===== src/rtl/fir_pkg.sv =====
// Shared types and sizing helpers for the FIR MAC sequencer.
// Contents: FSM state enum, sample/coefficient widths, accumulator width function.
// No ports; imported by fir_mac and fir_mac_sequencer.
package fir_pkg;

  typedef enum logic [1:0] {
    IDLE = 2'd0,
    MAC  = 2'd1,
    OUT  = 2'd2
  } fir_state_t;

  localparam int SAMPLE_W = 8;
  localparam int COEF_W   = 8;

  // Full-precision product plus enough headroom to sum `taps` products
  // without overflow.
  function automatic int acc_w(input int taps);
    return SAMPLE_W + COEF_W + $clog2(taps);
  endfunction

endpackage


===== src/rtl/fir_mac.sv =====
// Registered signed multiply-accumulate: acc <= clr ? 0 : en ? acc + a*b : acc.
// Latency: one cycle from operands to updated acc_o. No backpressure (driven by the FSM).
// Ports: clk, rst (sync, active-high), clr_i, en_i, a_i/b_i (signed operands), acc_o.
module fir_mac
  import fir_pkg::*;
#(
  parameter int ACC_W = 18
) (
  input  logic                     clk,
  input  logic                     rst,
  input  logic                     clr_i,
  input  logic                     en_i,
  input  logic signed [SAMPLE_W-1:0] a_i,
  input  logic signed [COEF_W-1:0]   b_i,
  output logic signed [ACC_W-1:0]  acc_o
);

  logic signed [SAMPLE_W+COEF_W-1:0] prod;
  logic signed [ACC_W-1:0]           acc_q, acc_d;

  assign prod = a_i * b_i;

  always_comb begin
    acc_d = acc_q;
    if (clr_i) begin
      acc_d = '0;
    end else if (en_i) begin
      // Size cast of a signed value sign-extends the product.
      acc_d = acc_q + ACC_W'(prod);
    end
  end

  always_ff @(posedge clk) begin
    if (rst) begin
      acc_q <= '0;
    end else begin
      acc_q <= acc_d;
    end
  end

  assign acc_o = acc_q;

endmodule


===== src/rtl/fir_mac_sequencer.sv =====
// Direct-form FIR: one shared 8x8 MAC stepped over TAPS coefficients per accepted sample.
// Latency: sample accepted at edge 0, MAC on edges 1..TAPS, out_valid after edge TAPS.
// Backpressure: result held in OUT until out_ready; in_ready only in IDLE (state decode).
// Ports: clk, rst (sync, active-high); x/in_valid/in_ready sample input;
//   y/out_valid/out_ready result output; coef_we/coef_addr/coef_wdata coefficient load;
//   busy = FSM not idle.
// Option: define FIR_SAT_EN to saturate y to [-128,127]; otherwise y wraps.
module fir_mac_sequencer
  import fir_pkg::*;
#(
  parameter int TAPS  = 4,
  parameter int SHIFT = 0
) (
  input  logic                    clk,
  input  logic                    rst,
  input  logic [SAMPLE_W-1:0]     x,
  input  logic                    in_valid,
  output logic                    in_ready,
  output logic [SAMPLE_W-1:0]     y,
  output logic                    out_valid,
  input  logic                    out_ready,
  input  logic                    coef_we,
  input  logic [$clog2(TAPS)-1:0] coef_addr,
  input  logic [COEF_W-1:0]       coef_wdata,
  output logic                    busy
);

  localparam int AW    = $clog2(TAPS);
  localparam int ACC_W = acc_w(TAPS);

  fir_state_t                  state_q, state_d;
  logic [AW-1:0]               k_q, k_d;
  logic signed [SAMPLE_W-1:0]  dline_q [TAPS];
  logic signed [COEF_W-1:0]    coef_q  [TAPS];
  logic [SAMPLE_W-1:0]         y_hold_q;
  logic [SAMPLE_W-1:0]         y_narrow;
  logic signed [ACC_W-1:0]     acc;
  logic                        accept, mac_clr, mac_en, coef_wr;

  // ---------------- FSM ----------------
  always_comb begin
    state_d = state_q;
    k_d     = k_q;
    accept  = 1'b0;
    mac_clr = 1'b0;
    mac_en  = 1'b0;
    unique case (state_q)
      IDLE: begin
        if (in_valid) begin
          accept  = 1'b1;
          mac_clr = 1'b1;
          k_d     = '0;
          state_d = MAC;
        end
      end
      MAC: begin
        mac_en = 1'b1;
        if (k_q == AW'(TAPS - 1)) begin
          k_d     = '0;
          state_d = OUT;
        end else begin
          k_d = k_q + 1'b1;
        end
      end
      OUT: begin
        if (out_ready) state_d = IDLE;
      end
      default: state_d = IDLE;
    endcase
  end

  // A sample accept in the same cycle wins over a coefficient write.
  assign coef_wr = (state_q == IDLE) && coef_we && !in_valid &&
                   (32'(coef_addr) < TAPS);

  always_ff @(posedge clk) begin
    if (rst) begin
      state_q  <= IDLE;
      k_q      <= '0;
      y_hold_q <= '0;
      for (int i = 0; i < TAPS; i++) begin
        dline_q[i] <= '0;
        coef_q[i]  <= '0;
      end
    end else begin
      state_q <= state_d;
      k_q     <= k_d;
      // Capture the result while presenting it so y survives the handshake.
      if (state_q == OUT) y_hold_q <= y_narrow;
      if (accept) begin
        dline_q[0] <= x;
        for (int i = 1; i < TAPS; i++) dline_q[i] <= dline_q[i-1];
      end
      if (coef_wr) coef_q[coef_addr] <= coef_wdata;
    end
  end

  // ---------------- datapath ----------------
  fir_mac #(.ACC_W(ACC_W)) u_mac (
    .clk   (clk),
    .rst   (rst),
    .clr_i (mac_clr),
    .en_i  (mac_en),
    .a_i   (dline_q[k_q]),
    .b_i   (coef_q[k_q]),
    .acc_o (acc)
  );

`ifdef FIR_SAT_EN
  localparam logic signed [ACC_W-1:0] SAT_MAX = ACC_W'(127);
  localparam logic signed [ACC_W-1:0] SAT_MIN = -ACC_W'(128);
  logic signed [ACC_W-1:0] acc_shr;
  assign acc_shr = acc >>> SHIFT;
  always_comb begin
    y_narrow = acc_shr[SAMPLE_W-1:0];
    if (acc_shr > SAT_MAX)      y_narrow = 8'h7f;
    else if (acc_shr < SAT_MIN) y_narrow = 8'h80;
  end
`else
  assign y_narrow = SAMPLE_W'(acc >>> SHIFT);
`endif

  // acc is frozen in OUT, so y is stable there; elsewhere the last result is held.
  assign y         = (state_q == OUT) ? y_narrow : y_hold_q;
  assign out_valid = (state_q == OUT);
  assign in_ready  = (state_q == IDLE);
  assign busy      = (state_q != IDLE);

endmodule


===== config.mk =====
export PLATFORM = sky130hd
export DESIGN_NAME = fir_mac_sequencer
export DESIGN_NICKNAME = d
export VERILOG_FILES = /design/src/rtl/fir_pkg.sv /design/src/rtl/fir_mac.sv /design/src/rtl/fir_mac_sequencer.sv
export SDC_FILE = /design/constraint.sdc
export NUM_CORES = 1
export LEC_CHECK = 0
export ABC_AREA = 0
export CAP_MARGIN = 25
export CORE_ASPECT_RATIO = 2
export CORE_MARGIN = 10
export CORE_UTILIZATION = 45
export CTS_BUF_LIST = sky130_fd_sc_hd__clkbuf_4 sky130_fd_sc_hd__clkbuf_8
export CTS_CLUSTER_DIAMETER = 200
export DETAILED_ROUTE_END_ITERATION = 10
export GPL_TIMING_DRIVEN = 0
export HOLD_SLACK_MARGIN = 0.15
export PLACE_DENSITY_LB_ADDON = 0.05
export REMOVE_ABC_BUFFERS = 1
export SETUP_SLACK_MARGIN = 0.02
export SLEW_MARGIN = 25
export SYNTH_ARGS = -nofsm -noshare
export SYNTH_HDL_FRONTEND = slang
export SYNTH_HIERARCHICAL = 1
export SYNTH_SLANG_ARGS = --single-unit

===== constraint.sdc =====
create_clock -name clk -period 8.5 [get_ports clk]
set_input_delay 1.7 -clock clk [delete_from_list [all_inputs] [get_ports clk]]
set_output_delay 1.7 -clock clk [all_outputs]
set_load 0.1 [all_outputs]

==> results.toml <==
[worst_setup_path]
arrival_ns = 5.27
end_kind = "flip-flop"
critPathMaxFanout = 16
worst_path_largest_cell_delay_ns = 0.73
critPathSlowestCell = "dfxtp_2"
crit_chain = "mux4_2 > nand2b_1 > fa_1 > fa_1 > inv_1 > fa_1 > fa_1 > fa_1 > ha_1 > xnor2_1 > mux2i_1 > nor2_1"
crit_top_cell = "fa_1"
cp.required_ns = 8.75
crit_type = "reg -> reg"
worstSetupStartpointType = "flip-flop"

[layout]
finalInstanceArea_um2 = 5450
nNetsFinal = 472
syn2layout_area_growth_pct = 12.5
drive_gt1_share_pct = 13.1
fillers = 953
finalCoreUtilization_pct = 51.6
final_cell_count_no_fill = 543
diodes = 0

[drt]
via_per_inst = 4.91
wl_per_cell_um = 17.7
num_vias = 2666
antenna_left = 0
first_iter_violations = 92
drc = 0
dr.pass1.iters = 4
wirelength_mm = 9.63

[global_routing]
grt_pass1_vias = 3041
track_usage_pct = 13.3
grt_overflow_total = 0
antenna_found_initial = 0
grt_max_degree = 33
grt_pass1_wl_mm = 16.0

[timing]
max_slew_margin_pct = 34.9
final.setup_skew_ns = 0.0126
min_period_ns = 5.02
setup_viol = 0
tns_ns = 0
period_share_pct = 59.1
holdWs_ns = 0.548
final_hold_viol_count = 0
max_freq_mhz = 199
rsz0062_at_grt = "false"
fin_ws_ns = 3.48
drv_slew = 0
worst_slew_pin_slew_ns = 0.974

[outcome]
status = "completed"

[logic_synthesis]
synth.cell_area_um2 = 4840
yosysWarnings = 6
syn_inst = 372
syn_area_per_cell_um2 = 13.0

[run]
cap_viol_max_count = 0

[clock_network]
cts_tree = "done"
postCtsSetupBuffers = 0
cts_max_path_buffers = 2
clock_latency_ns = 0.36
cts_hold_buf = 0
cts_buffers = 9
clock_sinks = 86
cts_max_level = 3
cts-root-buf = "clkbuf_8"
clkTransAtPathRegs_ns = 0.09
cts-resized-gates = 0

[die]
rows = 53
fp.dieW_um = 93.3
ios = 34
core_area_um2 = 10500
die_h_um = 167
start_util_pct = 45.9
dieArea_um2 = 15600

[hold_path]
hold_class = "reg -> reg"

[power_and_ir_drop]
peakVddDrop_uv = 109
power_leakage_nw = 2.22
powerDensity_nw_per_um2 = 172
p_total_uw = 939

[placed_design]
placed_cell_area_um2 = 5270
gp_congestion = 0.801
numPortBuffers = 33
post-place-cells = 527
place_ws_ns = 3.42
dp_hpwl_mm = 7.16
## critical path: cells and delay by family, from the launching register on
family | cells | cell delay [ns]
adder cells (fa/ha/maj) | 6 | 2.88
buffers and inverters | 1 | 0.06
AND/OR/NAND/NOR | 2 | 0.27
flip-flops | 1 | 0.73
XOR/XNOR | 1 | 0.12
multiplexers | 2 | 0.83
## cell type report
cell class | count | area [µm²] | area share [%]
flip-flops and latches | 86 | 2360 | 43.4
multi-input cells | 229 | 2250 | 41.3
repair buffers | 33 | 330 | 6.07
well taps | 137 | 171 | 3.15
inverters | 42 | 158 | 2.90
clock buffers | 9 | 124 | 2.27
clock inverters | 7 | 50.0 | 0.919
## layout by cell type (no fill, tap or decap), types with 8 or more instances in the layout
master and count:
nand2_1 19, mux2_2 8, ha_1 22, edfxtp_1 64, and2_1 81, dfxtp_1 21, clkbuf_8 9, mux2i_1 8
nor2b_1 8, fa_1 26, mux4_2 16, nor2_1 13, clkdlybuf4s50_1 33, inv_1 41
## layer usage
metal / global-route usage [%] / part of all wire, %
met3: 2.16 / 2.1
met1: 14.2 / 38
met5: 0 / 0
met2: 24.4 / 58
met4: 6.14 / 2.2
## path summary, 6_finish.rpt
check / from / end / slack, ns / cells after the start
max: flip-flop / u_mac/acc_o[7] / 3.48 / 12
min: u_mac/acc_o[1] / u_mac/acc_o[1] / 0.55 / 2
max reg2reg: flip-flop / u_mac/acc_o[7] / 3.48 / 12
min reg2reg: u_mac/acc_o[1] / u_mac/acc_o[1] / 0.55 / 2
## flip-flops by register name, indices dropped and copies added, names as in the netlist, named ones only
signal	flops
state_q	2
coef_q	32
y_hold_q	8
u_mac/acc_o	8
dline_q	32
k_q	2
## power breakdown
group          switching, mW  leakage, nW  total [mW]  internal (mW)
registers             0.0164        0.857       0.491          0.474
logic                  0.104         1.28       0.190         0.0856
clock network          0.152       0.0847       0.258          0.107
(Power assumes the default switching activity.)
